`config.mk`:
```
export PLATFORM = sky130hd
export DESIGN_NAME = vga_scan_gen_flat
export DESIGN_NICKNAME = d
export VERILOG_FILES = /design/src/rtl/vga_pkg.sv /design/src/rtl/vga_scan_gen_if.sv /design/src/rtl/vga_delay_line.sv /design/src/rtl/vga_scan_gen.sv /design/src/flat_wrapper.sv
export SDC_FILE = /design/constraint.sdc
export NUM_CORES = 1
export LEC_CHECK = 0
export ABC_AREA = 1
export CAP_MARGIN = 15
export CORE_UTILIZATION = 48
export CTS_CLUSTER_SIZE = 8
export DETAILED_ROUTE_END_ITERATION = 16
export GPL_TIMING_DRIVEN = 1
export HOLD_SLACK_MARGIN = 0.05
export PLACE_DENSITY_LB_ADDON = 0.15
export SETUP_SLACK_MARGIN = 0.2
export SLEW_MARGIN = 25
export SYNTH_ARGS = -nofsm -noshare
export SYNTH_HDL_FRONTEND = slang
export SYNTH_SLANG_ARGS = --single-unit
```
`constraint.sdc`:
```
create_clock -name vga_clk -period 2.2 [get_ports vga_clk]
set_input_delay 0.44 -clock vga_clk [delete_from_list [all_inputs] [get_ports vga_clk]]
set_output_delay 0.44 -clock vga_clk [all_outputs]
set_load 0.05 [all_outputs]
```
`src/rtl/vga_pkg.sv`:
```
// Shared VGA raster timing constants and logical-resolution helpers.
// Default timing is 640x480@60 on a 25 MHz pixel clock.
package vga_pkg;

   localparam int VGA_H_VIS   = 640;
   localparam int VGA_H_FP    = 16;
   localparam int VGA_H_SYNC  = 96;
   localparam int VGA_H_BP    = 48;
   localparam int VGA_V_VIS   = 480;
   localparam int VGA_V_FP    = 10;
   localparam int VGA_V_SYNC  = 2;
   localparam int VGA_V_BP    = 33;
   localparam int VGA_H_TOTAL = VGA_H_VIS + VGA_H_FP + VGA_H_SYNC + VGA_H_BP;
   localparam int VGA_V_TOTAL = VGA_V_VIS + VGA_V_FP + VGA_V_SYNC + VGA_V_BP;

   localparam logic [55:0] VGA_RES_160 = "160x120";
   localparam logic [55:0] VGA_RES_320 = "320x240";

   // Right shift from raster pixel to logical pixel.
   function automatic int res_shift(input logic [55:0] res);
      return (res == VGA_RES_320) ? 1 : 2;
   endfunction

   function automatic int addr_x_w(input logic [55:0] res);
      return $clog2(VGA_H_VIS >> res_shift(res));
   endfunction

   function automatic int addr_y_w(input logic [55:0] res);
      return $clog2(VGA_V_VIS >> res_shift(res));
   endfunction

endpackage

```
`src/rtl/vga_scan_gen_if.sv`:
```
// Pixel-generator address/colour bus plus the VGA DAC pins.
// master = scan generator, slave = pixel generator / DAC board.
interface vga_scan_gen_if
   import vga_pkg::*;
#(
   parameter logic [55:0] RESOLUTION = VGA_RES_160
);

   localparam int AXW = addr_x_w(RESOLUTION);
   localparam int AYW = addr_y_w(RESOLUTION);

   logic [AXW-1:0] addr_x;
   logic [AYW-1:0] addr_y;
   logic           frame_start;
   logic [9:0]     vga_r1;
   logic [9:0]     vga_g1;
   logic [9:0]     vga_b1;
   logic [9:0]     VGA_R;
   logic [9:0]     VGA_G;
   logic [9:0]     VGA_B;
   logic           VGA_HS;
   logic           VGA_VS;
   logic           VGA_BLANK_N;
   logic           VGA_SYNC_N;
   logic           VGA_CLK;

   modport master (
      output addr_x, addr_y, frame_start,
      output VGA_R, VGA_G, VGA_B, VGA_HS, VGA_VS, VGA_BLANK_N, VGA_SYNC_N, VGA_CLK,
      input  vga_r1, vga_g1, vga_b1
   );

   modport slave (
      input  addr_x, addr_y, frame_start,
      input  VGA_R, VGA_G, VGA_B, VGA_HS, VGA_VS, VGA_BLANK_N, VGA_SYNC_N, VGA_CLK,
      output vga_r1, vga_g1, vga_b1
   );

endinterface

```
`src/rtl/vga_delay_line.sv`:
```
// Fixed-depth shift register with a per-bit asynchronous reset value.
// Latency DEPTH clocks; no backpressure.
module vga_delay_line #(
   parameter int               DEPTH   = 2,
   parameter int               WIDTH   = 3,
   parameter logic [WIDTH-1:0] RST_VAL = '0
) (
   input  logic             vga_clk,
   input  logic             resetn,
   input  logic [WIDTH-1:0] din,
   output logic [WIDTH-1:0] dout
);

   logic [WIDTH-1:0] stage [DEPTH];

   always_ff @(posedge vga_clk or negedge resetn) begin
      if (!resetn) begin
         for (int i = 0; i < DEPTH; i++) stage[i] <= RST_VAL;
      end else begin
         stage[0] <= din;
         for (int i = 1; i < DEPTH; i++) stage[i] <= stage[i-1];
      end
   end

   assign dout = stage[DEPTH-1];

endmodule

```
`src/rtl/vga_scan_gen.sv`:
```
// VGA raster counters, downscaled pixel address, and sync/blank-aligned colour output.
// Address leads colour by PIPE_DELAY; sync/blank/RGB reach the pins PIPE_DELAY+1 after the raster position.
module vga_scan_gen
   import vga_pkg::*;
#(
   parameter logic [55:0] RESOLUTION = VGA_RES_160,
   parameter int          H_VIS      = VGA_H_VIS,
   parameter int          H_FP       = VGA_H_FP,
   parameter int          H_SYNC     = VGA_H_SYNC,
   parameter int          H_BP       = VGA_H_BP,
   parameter int          V_VIS      = VGA_V_VIS,
   parameter int          V_FP       = VGA_V_FP,
   parameter int          V_SYNC     = VGA_V_SYNC,
   parameter int          V_BP       = VGA_V_BP,
   parameter int          PIPE_DELAY = 2
) (
   input  logic           vga_clk,
   input  logic           resetn,
   vga_scan_gen_if.master bus
);

   localparam int SHIFT   = res_shift(RESOLUTION);
   localparam int AXW     = addr_x_w(RESOLUTION);
   localparam int AYW     = addr_y_w(RESOLUTION);
   localparam int H_TOTAL = H_VIS + H_FP + H_SYNC + H_BP;
   localparam int V_TOTAL = V_VIS + V_FP + V_SYNC + V_BP;

   localparam logic [9:0] H_LAST  = 10'(H_TOTAL - 1);
   localparam logic [9:0] V_LAST  = 10'(V_TOTAL - 1);
   localparam logic [9:0] H_VIS_L = 10'(H_VIS);
   localparam logic [9:0] V_VIS_L = 10'(V_VIS);
   localparam logic [9:0] HS_BEG  = 10'(H_VIS + H_FP);
   localparam logic [9:0] HS_END  = 10'(H_VIS + H_FP + H_SYNC);
   localparam logic [9:0] VS_BEG  = 10'(V_VIS + V_FP);
   localparam logic [9:0] VS_END  = 10'(V_VIS + V_FP + V_SYNC);

   logic [9:0]     hcount;
   logic [9:0]     vcount;
   logic [9:0]     h_nxt;
   logic [9:0]     v_nxt;
   logic [AXW-1:0] addr_x_q;
   logic [AYW-1:0] addr_y_q;
   logic           frame_start_q;

   always_comb begin
      h_nxt = hcount + 10'd1;
      v_nxt = vcount;
      if (hcount == H_LAST) begin
         h_nxt = '0;
         v_nxt = (vcount == V_LAST) ? '0 : vcount + 10'd1;
      end
   end

   // Address and frame_start are registered from the next raster position
   // so they line up with hcount/vcount rather than trailing them.
   always_ff @(posedge vga_clk or negedge resetn) begin
      if (!resetn) begin
         hcount        <= '0;
         vcount        <= '0;
         addr_x_q      <= '0;
         addr_y_q      <= '0;
         frame_start_q <= 1'b0;
      end else begin
         hcount        <= h_nxt;
         vcount        <= v_nxt;
         addr_x_q      <= (h_nxt < H_VIS_L) ? AXW'(h_nxt >> SHIFT) : '0;
         addr_y_q      <= (v_nxt < V_VIS_L) ? AYW'(v_nxt >> SHIFT) : '0;
         frame_start_q <= (h_nxt == '0) && (v_nxt == '0);
      end
   end

   logic       hs_raw;
   logic       vs_raw;
   logic       blank_raw;
   logic [2:0] dly_out;

   assign hs_raw    = !((hcount >= HS_BEG) && (hcount < HS_END));
   assign vs_raw    = !((vcount >= VS_BEG) && (vcount < VS_END));
   assign blank_raw = (hcount < H_VIS_L) && (vcount < V_VIS_L);

   vga_delay_line #(
      .DEPTH   (PIPE_DELAY),
      .WIDTH   (3),
      .RST_VAL (3'b110)
   ) u_sync_dly (
      .vga_clk (vga_clk),
      .resetn  (resetn),
      .din     ({hs_raw, vs_raw, blank_raw}),
      .dout    (dly_out)
   );

   logic       hs_q;
   logic       vs_q;
   logic       blank_q;
   logic [9:0] r_q;
   logic [9:0] g_q;
   logic [9:0] b_q;

   // Final stage doubles as the RGB capture register so sync, blank and
   // colour all change on the same edge.
   always_ff @(posedge vga_clk or negedge resetn) begin
      if (!resetn) begin
         hs_q    <= 1'b1;
         vs_q    <= 1'b1;
         blank_q <= 1'b0;
         r_q     <= '0;
         g_q     <= '0;
         b_q     <= '0;
      end else begin
         hs_q    <= dly_out[2];
         vs_q    <= dly_out[1];
         blank_q <= dly_out[0];
         r_q     <= dly_out[0] ? bus.vga_r1 : '0;
         g_q     <= dly_out[0] ? bus.vga_g1 : '0;
         b_q     <= dly_out[0] ? bus.vga_b1 : '0;
      end
   end

   assign bus.addr_x      = addr_x_q;
   assign bus.addr_y      = addr_y_q;
   assign bus.frame_start = frame_start_q;
   assign bus.VGA_HS      = hs_q;
   assign bus.VGA_VS      = vs_q;
   assign bus.VGA_BLANK_N = blank_q;
   assign bus.VGA_R       = r_q;
   assign bus.VGA_G       = g_q;
   assign bus.VGA_B       = b_q;
   assign bus.VGA_SYNC_N  = 1'b0;
   assign bus.VGA_CLK     = vga_clk;

endmodule

```
`src/flat_wrapper.sv`:
```
// flat-port wrapper written by rule: the top's interface ports become plain ports
module vga_scan_gen_flat import vga_pkg::*;
#(
   parameter logic [55:0] RESOLUTION = VGA_RES_160,
   parameter int          H_VIS      = VGA_H_VIS,
   parameter int          H_FP       = VGA_H_FP,
   parameter int          H_SYNC     = VGA_H_SYNC,
   parameter int          H_BP       = VGA_H_BP,
   parameter int          V_VIS      = VGA_V_VIS,
   parameter int          V_FP       = VGA_V_FP,
   parameter int          V_SYNC     = VGA_V_SYNC,
   parameter int          V_BP       = VGA_V_BP,
   parameter int          PIPE_DELAY = 2
)
  (vga_clk, resetn, bus_addr_x, bus_addr_y, bus_frame_start, bus_VGA_R, bus_VGA_G, bus_VGA_B, bus_VGA_HS, bus_VGA_VS, bus_VGA_BLANK_N, bus_VGA_SYNC_N, bus_VGA_CLK, bus_vga_r1, bus_vga_g1, bus_vga_b1);
  vga_scan_gen_if #(.RESOLUTION(RESOLUTION)) bus_i ();
  input  logic vga_clk;
  input  logic resetn;
  output wire logic [$bits(bus_i.addr_x)-1:0] bus_addr_x;
  output wire logic [$bits(bus_i.addr_y)-1:0] bus_addr_y;
  output wire logic [$bits(bus_i.frame_start)-1:0] bus_frame_start;
  output wire logic [$bits(bus_i.VGA_R)-1:0] bus_VGA_R;
  output wire logic [$bits(bus_i.VGA_G)-1:0] bus_VGA_G;
  output wire logic [$bits(bus_i.VGA_B)-1:0] bus_VGA_B;
  output wire logic [$bits(bus_i.VGA_HS)-1:0] bus_VGA_HS;
  output wire logic [$bits(bus_i.VGA_VS)-1:0] bus_VGA_VS;
  output wire logic [$bits(bus_i.VGA_BLANK_N)-1:0] bus_VGA_BLANK_N;
  output wire logic [$bits(bus_i.VGA_SYNC_N)-1:0] bus_VGA_SYNC_N;
  output wire logic [$bits(bus_i.VGA_CLK)-1:0] bus_VGA_CLK;
  input wire logic [$bits(bus_i.vga_r1)-1:0] bus_vga_r1;
  input wire logic [$bits(bus_i.vga_g1)-1:0] bus_vga_g1;
  input wire logic [$bits(bus_i.vga_b1)-1:0] bus_vga_b1;
  assign bus_addr_x = bus_i.addr_x;
  assign bus_addr_y = bus_i.addr_y;
  assign bus_frame_start = bus_i.frame_start;
  assign bus_VGA_R = bus_i.VGA_R;
  assign bus_VGA_G = bus_i.VGA_G;
  assign bus_VGA_B = bus_i.VGA_B;
  assign bus_VGA_HS = bus_i.VGA_HS;
  assign bus_VGA_VS = bus_i.VGA_VS;
  assign bus_VGA_BLANK_N = bus_i.VGA_BLANK_N;
  assign bus_VGA_SYNC_N = bus_i.VGA_SYNC_N;
  assign bus_VGA_CLK = bus_i.VGA_CLK;
  assign bus_i.vga_r1 = bus_vga_r1;
  assign bus_i.vga_g1 = bus_vga_g1;
  assign bus_i.vga_b1 = bus_vga_b1;
  vga_scan_gen #(.RESOLUTION(RESOLUTION), .H_VIS(H_VIS), .H_FP(H_FP), .H_SYNC(H_SYNC), .H_BP(H_BP), .V_VIS(V_VIS), .V_FP(V_FP), .V_SYNC(V_SYNC), .V_BP(V_BP), .PIPE_DELAY(PIPE_DELAY)) u_core (.vga_clk(vga_clk), .resetn(resetn), .bus(bus_i));
endmodule
```
==> tab_implementation.tex <==
\begin{tabular}{lr}
\hline
Metric & Value \\
\hline
\multicolumn{2}{l}{\textbf{Global routing}} \\
Sum of overflow across all layers after global routing & 0 \\
Met1 Use GR & 0.274 \\
Vias in the first global route & 2155 \\
Global Route Usage Sum & 0.207 \\
Global-route wire length before repair & a little over 10000 microns \\
Initial antenna violation count & 0 \\
Met3 global-route usage & 0.0626 \\
Layer with the highest usage after global routing & met2 \\
Pin count of the biggest net entering global routing & 76 \\
Met2 demand-to-capacity share in global routing & 0.302 \\
\multicolumn{2}{l}{\textbf{Timing}} \\
Final sum of negative setup slack & 0 ns \\
Hold Fails Final Rpt & 0 \\
Slew Viols, Final & 0 \\
Unrepaired setup endpoints after global routing & true \\
Count of endpoints failing setup in the final report & 0 \\
Final clock skew & between 0.007 and 0.008 ns \\
Headroom to the max-slew limit & 0.662 \\
Actual transition at the worst max-transition pin & slightly above 0.5 ns \\
\multicolumn{2}{l}{\textbf{Routing}} \\
Overall via count from detail\_route & $\sim$2400 \\
Remaining antenna violation count & 0 \\
Violation count after the first detailed-route iteration & just under 200 \\
Remaining design rule violation count & 0 \\
Detailed Route WL & 6520 microns \\
Post-DR vias/cell & roughly 4.6 \\
Detailed-router iteration count before antenna repair & 4 \\
Routed wirelength normalized by instance count & $\sim$13 microns \\
\multicolumn{2}{l}{\textbf{Finish}} \\
Fraction of layout cells with a size suffix above 1 & 0.115 \\
Fin nets & approximately 480 \\
Final non-filler cell total & between 500 and 600 \\
ANT cells & 0 \\
Final-layout fill cell count & approximately 500 \\
Most common library cell in the layout ignoring fill and taps & sky130\_fd\_sc\_hd\_\_nand2\_1 \\
Area Overhead vs Synth & 34.6\% \\
Highest-count cells in the layout ignoring fill and taps & sky130\_fd\_sc\_hd\_\_nand2\_1, sky130\_fd\_sc\_hd\_\_inv\_1, sky130\_fd\_sc\_hd\_\_dfrtp\_1, sky130\_fd\_sc\_hd\_\_dlygate4sd2\_1, sky130\_fd\_sc\_hd\_\_nor2\_1 \\
\multicolumn{2}{l}{\textbf{Worst setup path}} \\
Startpoint-to-endpoint class of the critical path & clk -> out \\
Endpoint of the worst-slack reg-to-reg timing path & u\_core.bus.addr\_y[2] \\
Origin of the critical flop-to-flop path & u\_core.hcount[0] \\
CP Capture Type & primary output \\
Cell count of the worst reg-to-reg path & 10 \\
Arrival time of the worst setup path & about 1.6 ns \\
Critical Path Fanout Max & 2 \\
Register-to-register setup slack & roughly 0.34 ns \\
Required time at the worst-slack endpoint & about 1.8 ns \\
Startpoint Class & clock port \\
\multicolumn{2}{l}{\textbf{Place}} \\
Post-DP HPWL & approximately 4500 microns \\
Number of placed instances with taps included & 497 \\
Final weighted congestion in routability-driven placement & between 0.8 and 0.9 \\
Port Buf Inserts & between 80 and 90 \\
\multicolumn{2}{l}{\textbf{Clock tree}} \\
Worst-skew pair later-pin latency & around 0.45 ns \\
Clock tree from TritonCTS & done \\
Register clock-pin slew on the reported worst setup and hold paths & about 0.080 ns \\
\multicolumn{2}{l}{\textbf{Synth}} \\
Synthesized net count & $\sim$380 \\
Post-Synthesis Cell Area & about 3100 sq um \\
Mean post-synth cell area & between 8 and 9 sq um \\
Sequential element share of the synthesized area & 0.609 \\
Share of Yosys cell area claimed by the top area cell type & 0.558 \\
Number of library cell types mapped by synthesis & 26 \\
Yosys Warn Count & 0 \\
Synthesized netlist cell count & approximately 350 \\
Cells taking the most area after synthesis & sky130\_fd\_sc\_hd\_\_dfrtp\_1, sky130\_fd\_sc\_hd\_\_nand2\_1, sky130\_fd\_sc\_hd\_\_inv\_1 \\
Cell accounting for the most synthesized area & sky130\_fd\_sc\_hd\_\_dfrtp\_1 \\
Number of synthesized register bits & 75 \\
\multicolumn{2}{l}{\textbf{Floorplanning}} \\
\# IOs & 83 \\
Row count & 28 \\
DIE AREA & 6770 sq um \\
Overall die width & 82.3 microns \\
Initial cell density of the core & 0.511 \\
Chip height & 82.3 microns \\
Core ar. & about 6100 sq um \\
\multicolumn{2}{l}{\textbf{Power and ir drop}} \\
Leakage Power & between 2 and 2.5 nW \\
Maximum vdd drop & $\sim$390 uV \\
Power density cells & slightly below 700 nW/um\^{}2 \\
\multicolumn{2}{l}{\textbf{Min path}} \\
Min-delay worst type & reg -> reg \\
Hold endpoint & u\_core.u\_sync\_dly.dout[2] \\
Hold Startpoint & u\_core.u\_sync\_dly.stage[5] \\
Cells on Worst Hold Path & 0 \\
\multicolumn{2}{l}{\textbf{Flow run}} \\
Number of violations of the max-capacitance limit & 0 \\
\multicolumn{2}{l}{\textbf{Outcome}} \\
Outcome & completed \\
\hline
\end{tabular}
## worst max-delay path, stage by stage
cell                       delay [ns]
sky130_fd_sc_hd__clkbuf_8        0.11
sky130_fd_sc_hd__clkbuf_8        0.12
sky130_fd_sc_hd__clkbuf_2        0.23
## through the flow
step,total power [mW],setup slack (ns),hold WS [ns],cell area (sq um),util
floorplan,1.67,0.493,0.144,3100,-
global placement,1.81,-0.0121,0.342,3990,0.658
detailed placement,1.82,-0.0121,0.347,3990,0.658
CTS,2.87,0.00826,0.350,4150,0.684
global route,2.95,0.194,0.356,4170,0.687
finish,2.82,0.207,0.352,4170,0.687
## area by class of cell
cell class                      count  area, sq um  area share
Tap cell                           75         93.8      0.0225
Timing Repair Buffer               85          787       0.189
Multi-Input combinational cell    189          897       0.215
Sequential cell                    75         1890       0.453
Clock inverter                      4         26.3     0.00631
Clock buffer                       16          191      0.0459
Inverter                           76          285      0.0685
## Yosys cell counts
cell type / number
sky130_fd_sc_hd__nand2_2: 5
sky130_fd_sc_hd__nand4_1: 6
sky130_fd_sc_hd__nand3_1: 23
sky130_fd_sc_hd__nand2_1: 89
sky130_fd_sc_hd__clkbuf_1: 3
sky130_fd_sc_hd__ha_1: 4
sky130_fd_sc_hd__buf_4: 2
sky130_fd_sc_hd__inv_2: 1
sky130_fd_sc_hd__nor4_1: 1
sky130_fd_sc_hd__dfstp_2: 6
sky130_fd_sc_hd__o21bai_1: 1
sky130_fd_sc_hd__a21oi_2: 1
sky130_fd_sc_hd__nand3b_1: 3
sky130_fd_sc_hd__o21ai_0: 3
sky130_fd_sc_hd__nor2_2: 7
sky130_fd_sc_hd__xor2_1: 1
sky130_fd_sc_hd__nor2_4: 2
sky130_fd_sc_hd__conb_1: 1
sky130_fd_sc_hd__a21oi_1: 1
sky130_fd_sc_hd__nor2_1: 32
sky130_fd_sc_hd__nor3_1: 5
sky130_fd_sc_hd__nand2_4: 1
sky130_fd_sc_hd__dfrtp_1: 69
sky130_fd_sc_hd__inv_1: 75
sky130_fd_sc_hd__nand3_2: 2
sky130_fd_sc_hd__buf_6: 1
## kinds of logic (layout without fill, tap and decap cells)
group / after synthesis / after routing / share of synthesized area
adders and majority gates: 4 / 4 / 0.0162
AOI/OAI and AO/OA: 6 / 6 / 0.0117
buffers and inverters: 82 / 181 / 0.104
other: 1 / 1 / 0.00121
and+or+nand+nor: 176 / 177 / 0.255
xor gates and xnor gates: 1 / 1 / 0.00283
DFF: 75 / 75 / 0.609
## sequential cells by signal (all words and copies together) (netlist names)
signal,count
u_core.bus.frame_start,1
u_core.hcount,10
u_core.bus.addr_x,8
u_core.bus.VGA_B,10
u_core.u_sync_dly.stage,3
u_core.bus.VGA_HS,1
u_core.vcount,10
u_core.bus.addr_y,7
u_core.bus.VGA_G,10
u_core.bus.VGA_BLANK_N,1
u_core.bus.VGA_R,10
u_core.u_sync_dly.dout,3
u_core.bus.VGA_VS,1
## layer usage
layer	wire, microns	part of all wire
met2	2790	0.43
met1	2980	0.46
met3	638	0.098
met4	115	0.018
met5	0	0
## worst max-delay path by stage
stage,from,end,slack [ns],depth (start not counted)
after floorplan,vga_clk,bus_VGA_CLK,0.49,1
final,vga_clk,bus_VGA_CLK,0.21,3
after CTS,vga_clk,bus_VGA_CLK,0.008,3
after global placement,vga_clk,bus_VGA_CLK,-0.01,1
after detailed placement,vga_clk,bus_VGA_CLK,-0.01,1
after global routing,vga_clk,bus_VGA_CLK,0.19,3
## power by group
group	internal [mW]	leakage [nW]	switching (mW)
combinational	0.0876	1.31	0.165
sequential	1.41	0.917	0.00576
clock	0.567	0.112	0.593
total	2.06	2.34	0.763
## repair_timing
item | in CTS | in global routing
pin swaps | 0 | 1
gates cloned | 0 | 1
buffers inserted | 0 | 2
hold buffers | 1 | 0
resized for setup | 50 | 5
hold endpoints to repair | 69 | 0
setup endpoints to repair | 50 | 14
(Power assumes the default switching activity.)
